File: config.mk
export PLATFORM = sky130hd
export DESIGN_NAME = pc_fetch_flat
export DESIGN_NICKNAME = d
export VERILOG_FILES = /design/src/rtl/pc_fetch_if.sv /design/src/rtl/pc_fetch.sv /design/src/flat_wrapper.sv
export SDC_FILE = /design/constraint.sdc
export NUM_CORES = 1
export LEC_CHECK = 0
export BUFFER_PORTS_ARGS = -buffer_cell sky130_fd_sc_hd__buf_2
export CORE_ASPECT_RATIO = 1.4
export CORE_MARGIN = 2
export CORE_UTILIZATION = 49
export CTS_CLUSTER_DIAMETER = 200
export CTS_CLUSTER_SIZE = 40
export DETAILED_ROUTE_END_ITERATION = 8
export MAX_ROUTING_LAYER = met4
export PLACE_DENSITY = 0.77
export SETUP_SLACK_MARGIN = 0.4
export SYNTH_ARGS = -nofsm -noshare
export SYNTH_HDL_FRONTEND = slang
export SYNTH_SLANG_ARGS = --single-unit
File: constraint.sdc
create_clock -name clk -period 2.3 [get_ports clk]
set_clock_uncertainty 0.1 [all_clocks]
set_input_delay 0.46 -clock clk [delete_from_list [all_inputs] [get_ports clk]]
set_output_delay 0.46 -clock clk [all_outputs]
set_load 0.05 [all_outputs]
File: src/rtl/pc_fetch_if.sv
// Control-unit <-> fetch-stage bundle: per-cycle jump controls in, PC/status out.
// The master side is the control unit; pc_fetch takes the slave modport.
interface pc_fetch_if #(
  parameter int AW = 10,
  parameter int OW = 8
) ();
  logic          en;
  logic          s_inc;
  logic          s_rel;
  logic          flag_we;
  logic          alu_zero;
  logic [AW-1:0] dir_abs;
  logic [OW-1:0] off_rel;
  logic [AW-1:0] pc;
  logic          zero;
  logic          halted;
  logic          wrap;
  logic [15:0]   icount;

  modport master (
    output en, s_inc, s_rel, flag_we, alu_zero, dir_abs, off_rel,
    input  pc, zero, halted, wrap, icount
  );

  modport slave (
    input  en, s_inc, s_rel, flag_we, alu_zero, dir_abs, off_rel,
    output pc, zero, halted, wrap, icount
  );
endinterface

File: src/rtl/pc_fetch.sv
// Program-counter fetch stage: absolute/sequential/relative next-PC, zero flag,
// sticky jump-to-self halt, wrap pulse and saturating executed-cycle counter.
module pc_fetch #(
  parameter int AW = 10,
  parameter int OW = 8
) (
  input logic       clk,
  input logic       reset,
  pc_fetch_if.slave bus
);

  typedef enum logic {
    ST_RUN  = 1'b0,
    ST_HALT = 1'b1
  } state_t;

  localparam logic [AW-1:0] PC_ONE = {{(AW-1){1'b0}}, 1'b1};
  localparam logic [AW-1:0] PC_MAX = {AW{1'b1}};

  state_t            r_state;
  state_t            w_state_nxt;
  logic [AW-1:0]     r_pc;
  logic              r_zero;
  logic              r_wrap;
  logic [15:0]       r_icount;

  logic [AW+OW-1:0]  w_off_wide;
  logic [AW-1:0]     w_off_ext;
  logic [AW-1:0]     w_pc_nxt;
  logic              w_adv;
  logic              w_seq_wrap;

  // Sign-extend then truncate, so any OW/AW ratio reduces modulo 2^AW.
  assign w_off_wide = {{AW{bus.off_rel[OW-1]}}, bus.off_rel};
  assign w_off_ext  = w_off_wide[AW-1:0];

  always_comb begin
    w_pc_nxt = r_pc + PC_ONE;
    if (!bus.s_inc) begin
      w_pc_nxt = bus.dir_abs;
    end else if (bus.s_rel) begin
      w_pc_nxt = r_pc + w_off_ext;
    end
  end

  always_ff @(posedge clk) begin
    if (reset) begin
      r_state <= ST_RUN;
    end else begin
      r_state <= w_state_nxt;
    end
  end

  always_comb begin
    w_state_nxt = r_state;
    w_adv       = 1'b0;
    w_seq_wrap  = 1'b0;
    case (r_state)
      ST_RUN: begin
        w_adv      = bus.en;
        w_seq_wrap = bus.en && bus.s_inc && !bus.s_rel && (r_pc == PC_MAX);
        if (bus.en && (w_pc_nxt == r_pc)) begin
          w_state_nxt = ST_HALT;
        end
      end
      ST_HALT: begin
        w_state_nxt = ST_HALT;
      end
      default: begin
        w_state_nxt = ST_RUN;
      end
    endcase
  end

  // The halting edge itself still counts and still loads the flag.
  always_ff @(posedge clk) begin
    if (reset) begin
      r_pc     <= '0;
      r_zero   <= 1'b0;
      r_wrap   <= 1'b0;
      r_icount <= '0;
    end else begin
      r_wrap <= w_seq_wrap;
      if (w_adv) begin
        r_pc <= w_pc_nxt;
        if (bus.flag_we) begin
          r_zero <= bus.alu_zero;
        end
        if (r_icount != 16'hFFFF) begin
          r_icount <= r_icount + 16'd1;
        end
      end
    end
  end

  assign bus.pc     = r_pc;
  assign bus.zero   = r_zero;
  assign bus.halted = (r_state == ST_HALT);
  assign bus.wrap   = r_wrap;
  assign bus.icount = r_icount;

endmodule

File: src/flat_wrapper.sv
// flat-port wrapper written by rule: the top's interface ports become plain ports
module pc_fetch_flat 
#(
  parameter int AW = 10,
  parameter int OW = 8
)
  (clk, reset, bus_en, bus_s_inc, bus_s_rel, bus_flag_we, bus_alu_zero, bus_dir_abs, bus_off_rel, bus_pc, bus_zero, bus_halted, bus_wrap, bus_icount);
  pc_fetch_if #(.AW(AW), .OW(OW)) bus_i ();
  input logic clk;
  input logic reset;
  input wire logic [$bits(bus_i.en)-1:0] bus_en;
  input wire logic [$bits(bus_i.s_inc)-1:0] bus_s_inc;
  input wire logic [$bits(bus_i.s_rel)-1:0] bus_s_rel;
  input wire logic [$bits(bus_i.flag_we)-1:0] bus_flag_we;
  input wire logic [$bits(bus_i.alu_zero)-1:0] bus_alu_zero;
  input wire logic [$bits(bus_i.dir_abs)-1:0] bus_dir_abs;
  input wire logic [$bits(bus_i.off_rel)-1:0] bus_off_rel;
  output wire logic [$bits(bus_i.pc)-1:0] bus_pc;
  output wire logic [$bits(bus_i.zero)-1:0] bus_zero;
  output wire logic [$bits(bus_i.halted)-1:0] bus_halted;
  output wire logic [$bits(bus_i.wrap)-1:0] bus_wrap;
  output wire logic [$bits(bus_i.icount)-1:0] bus_icount;
  assign bus_i.en = bus_en;
  assign bus_i.s_inc = bus_s_inc;
  assign bus_i.s_rel = bus_s_rel;
  assign bus_i.flag_we = bus_flag_we;
  assign bus_i.alu_zero = bus_alu_zero;
  assign bus_i.dir_abs = bus_dir_abs;
  assign bus_i.off_rel = bus_off_rel;
  assign bus_pc = bus_i.pc;
  assign bus_zero = bus_i.zero;
  assign bus_halted = bus_i.halted;
  assign bus_wrap = bus_i.wrap;
  assign bus_icount = bus_i.icount;
  pc_fetch #(.AW(AW), .OW(OW)) u_core (.clk(clk), .reset(reset), .bus(bus_i));
endmodule
# Word-level counts from Yosys, hierarchy flattened
# Index checks and enable logic that the tools add are counted.
# W data, S select, Z words.
# totals
latchBits	0
out_inout_bits	29
mem_bits_rw	0
rom_bits	0
n_memories	0
wordCells	25
reg_bits	29
# op_classes
n_div	0
n_addsub	3
n_mux	5
n_reduce_logical	8
n_mul	0
bitwise	1
n_shift	0
magnitude_cmp	0
eq_ne	3
# ops
cell	count
$mux W10	2
$add A16 B1 Y16 const B	1
$ne A16 B16 Y1 const B	1
$add A10 B1 Y10 const B	1
$add A10 B10 Y10	1
$eq A10 B10 Y1	1
$eq A10 B10 Y1 const B	1
$logic_and A1 B1 Y1	4
$reduce_and A2 Y1	2
$mux W1	2
$pmux W1 S2	1
$reduce_or A2 Y1	1
$logic_not A1 Y1	1
$not A1 Y1	1

# Longest topological paths before layout
# depth
ltp_word	7
depth_mapped	10
ltp_nobuf	9

# Worst setup path before layout
# OpenSTA, ideal clock, no wires.
# synth_path
path_kind	register -> register
startpoint	register u_core.r_pc[0], in the netlist u_core.bus.pc[0]
endpoint	register u_core.r_state, in the netlist u_core.bus.halted
arrival_ns	2.308
period_less_slack_ns	2.535
stages_incl_launch_ff	9
path_buffers	0
path_slack_ns	-0.235
required_ns	2.074
setup_time_ns	0.126
cell_sequence	dfxtp_1 > ha_1 > fa_1 > a21o_2 > a221oi_2 > xnor2_1 > mux2_4 > nand4_1 > o22ai_1
# synth_via
elab_chain_len	7
word_cells_on_any_way	8
classes_between	add/sub: 2; eq/ne: 1; mux: 4; reduce/logical: 1
# synth_rtl
item	line	source
start, declared	pc_fetch.sv:22	logic [AW-1:0] r_pc;
start signal, assigned	pc_fetch.sv:85	r_pc <= w_pc_nxt;
$add A10 B1 Y10 / $add A10 B10 Y10 (equally long branches)	pc_fetch.sv:38, pc_fetch.sv:42	
$mux W10	pc_fetch.sv:41	end else if (bus.s_rel) begin
$mux W10	pc_fetch.sv:39	if (!bus.s_inc) begin
$eq A10 B10 Y1 (*)	pc_fetch.sv:62	if (bus.en && (w_pc_nxt == r_pc)) begin
$logic_and A1 B1 Y1 (*)	pc_fetch.sv:62	
$mux W1 (*)	pc_fetch.sv:62	
$pmux W1 S2 (*)	pc_fetch.sv:58	case (r_state)
end signal, assigned	pc_fetch.sv:50	r_state <= w_state_nxt;
end, declared	pc_fetch.sv:20	state_t r_state;
# Mark *: on every way between the ends. The rest lies on a longest branch, timed or not.
# A chain may end at the register's enable or synchronous reset.

# Final worst setup path
# layout_path
startpoint	input port bus_s_rel
endpoint	register u_core.r_state, in the netlist u_core.bus.halted
# layout_via
elab_chain_len	6
# layout_rtl
item	line	source
start, declared	flat_wrapper.sv:13	input wire logic [$bits(bus_i.s_rel)-1:0] bus_s_rel;
$mux W10	pc_fetch.sv:41	
$mux W10	pc_fetch.sv:39	
$eq A10 B10 Y1	pc_fetch.sv:62	
$logic_and A1 B1 Y1	pc_fetch.sv:62	
$mux W1	pc_fetch.sv:62	
$pmux W1 S2	pc_fetch.sv:58	
# No other way between the ends.

==> run metrics <==
status=finished, violations left; failing checks=setup timing; Min-Delay Path Class=primary input to register; total CTS buffers=5; via count=2,566; Area contributors post-synth=dfxtp_1 25%, ha_1 5.4%, nor2_1 5.3%; TNS Setup=-0.0348 ns; max cap viols=0; Seq/Total Area, Yosys=25.0%; final core utilization=71.4%; worst path required time=2.42 ns; critical path's top delay family=compound AO/OA/AOI/OAI gates; global-route wire length before repair=11,700 microns; clk slew on worst S/H paths=0.07 ns; die area=5320 sq um; DR vias/cell=5.77; Int Pwr=1.02 mW; wire length per cell=16.1 microns; Critical-path top delay cell=ha_2; Filler cells=390; die height=85.5 microns; most common cell in the netlist=nor2_1; count of pins over their slew limit=0; Peak VDD IR=0.387 mV; Comb pwr share=39.5%; DP Wirelength=5320 microns; FFs w/ async S/R, synth=0%; Mapped Area=2320 sq um; critical-path cell list=buf_12 > and2_1 > ha_2 > o211a_1 > buf_4 > a21oi_4 > o21ai_2 > mux2i_1 > o2111ai_1 > o22ai_1; Fin. Hold Viols=0; number of synthesized register bits=29; Synth Area in Compound Gates=20.1%; Clock Path Buffers=2; Core Region=4540 sq um; largest family of logic cells by synthesized area=simple AND/OR/NAND/NOR gates; Routed WL=7140 microns; Sw Share=36.6%; Ys Warns=0; synthesized net count=320; Synth Area in Simple Gates=29.0%; Max FO, Critical Path=9; Leakage Power=1.48 nW; min Tclk post-route=2.33 ns; post-synthesis xor/xnor area fraction=9.80%; Final ANT Viol Nets=0; Root Buffer=clkbuf_8; Psw=591 uW; Clock Sink Count=29; sequential power share=33.9%; first drt pass iteration count=4; Pwr Density=498 nW/um^2; total power draw=1.61 mW; Initial Utilization=51.3%; setup violators final=1; Tcrit/Tclk final=102%; grt total ovfl=0; vias in the first global route=2,586; gr usage total=28.2%; io pins=54; Worst-Margin Slew=0.473 ns; Clock power frac=26.5%; mux share of post-synthesis cell area=4.57%; CP peak stage delay=0.41 ns; largest net degree at the start of global routing=31; Max Fclk=428 MHz; WS Path Type=primary input to register; RSZ-0062 raised after global routing=true; initial DRC count=128; nets@finish=418; post-synthesis cell count=284; Slew HR=68.3%; Yosys top cell by area=dfxtp_1; Crit. End Element=register; Syn Area/Cell=8.19 sq um; EDFF count, synth=0; Cell Rows=29; Inst Count DP=432; TritonCTS clock tree=yes; Remaining DRCs=0; Worst Path Arrival=2.45 ns; startpoint types=primary input; Diodes inserted=0; Die X=62.2 microns; Commonest cells post-synth=33 x nor2_1, 29 x dfxtp_1, 22 x nand2_1; layout cells sized above 1=41.5%; Post-Synth Adder-Cell Area=6.24%; worst path buffer plus inverter count=2; PortBufs=53; Finished Layout Cells=445; gpl congestion=0.971; Clk Latency, worst-skew pair=0.29 ns; synth-to-layout area growth=39.3%; CTS H-tree depth=2; Synth cell types=58; number of antenna violations at the first check in global routing=0; DP Worst Slack=-0.395 ns; Synth Flop Type=dfxtp_1; post-synth top area share=25.0%; worst setup margin=-0.0348 ns
## cell usage in the layout (no fill, tap or decap), types with 7 or more instances in the layout
| cell | n |
|---|---|
| a21oi_1 | 14 |
| and2_1 | 7 |
| buf_2 | 51 |
| buf_4 | 46 |
| dfxtp_1 | 11 |
| dfxtp_2 | 18 |
| inv_1 | 11 |
| mux2i_1 | 8 |
| nand2_1 | 22 |
| nand3_1 | 9 |
| nand4_1 | 7 |
| nor2_1 | 33 |
| xnor2_1 | 11 |
| xor2_1 | 12 |
## worst register-to-register path: stages, from the launching register on
cell	delay, ns
dfxtp_2	0.34
ha_4	0.16
fa_2	0.37
a21o_4	0.24
a221oi_2	0.30
xnor2_2	0.17
mux2_4	0.32
nand4_1	0.08
o22ai_1	0.08
## kinds of logic after synthesis
| group | Yosys count |
|---|---|
| and+or+nand+nor | 126 |
| AOI/OAI and AO/OA | 60 |
| DFF | 29 |
| xor gates and xnor gates | 26 |
| buffers and inverters | 22 |
| adders and majority gates | 11 |
| muxes | 10 |
## state kept, by name, summed over array words and instances, names as in the netlist
signal / flops
u_core.bus.icount: 16
u_core.bus.wrap: 1
u_core.bus.zero: 1
u_core.bus.halted: 1
u_core.bus.pc: 10
## stage by stage
stage / hold WS (ns) / instance area (sq um)
detailed placement: 0.346 / 3020
CTS: 0.321 / 3200
finish: 0.319 / 3240
global placement: 0.344 / 3020
floorplan: 0.494 / 2420
global route: 0.326 / 3240
## layout make-up
type / instances / area (sq um) / area share [%]
Multi-Input combinational cell: 233 / 1760 / 54.2
Clock inverter: 3 / 17.5 / 0.541
Sequential cell: 29 / 603 / 18.6
Tap cell: 62 / 77.6 / 2.39
Timing Repair Buffer: 102 / 674 / 20.8
Clock buffer: 5 / 68.8 / 2.12
Inverter: 11 / 41.3 / 1.27
## worst paths after layout
path / from / endpoint / slack (ns) / cells past startpoint
worst max-delay path: bus_s_rel / u_core.bus.halted / -0.03 / 10
worst min-delay path: bus_alu_zero / u_core.bus.zero / 0.32 / 3
worst max register to register: u_core.bus.pc[0] / u_core.bus.halted / 0.03 / 8
worst min register to register: u_core.bus.zero / u_core.bus.zero / 0.35 / 2
## what timing repair did
item | in CTS | in global routing
gates cloned | 0 | 0
pin swaps | 17 | 8
setup buffers | 3 | 2
endpoints found under the setup margin | 7 | 11
resized for setup | 13 | 4
hold buffers | 0 | 0
## power by group through the flow
stage               clock network (mW)  logic (mW)  registers, mW
finish                           0.429       0.639          0.548
global route                     0.458       0.685          0.549
CTS                              0.431       0.620          0.547
detailed placement                   0       0.589          0.558
global placement                     0       0.579          0.559
floorplan                            0       0.298          0.638
## routing by layer
layer | part of all wire (%) | global-route usage, % | vias to the layer above
li1 | - | - | 1230
met3 | 3.7 | 3.67 | 23
met1 | 40 | 29.3 | 1225
met5 | 0 | - | -
met2 | 52 | 51.5 | 88
met4 | 4.5 | 15.4 | 0
Note: power is estimated with default switching activity, not from simulation.
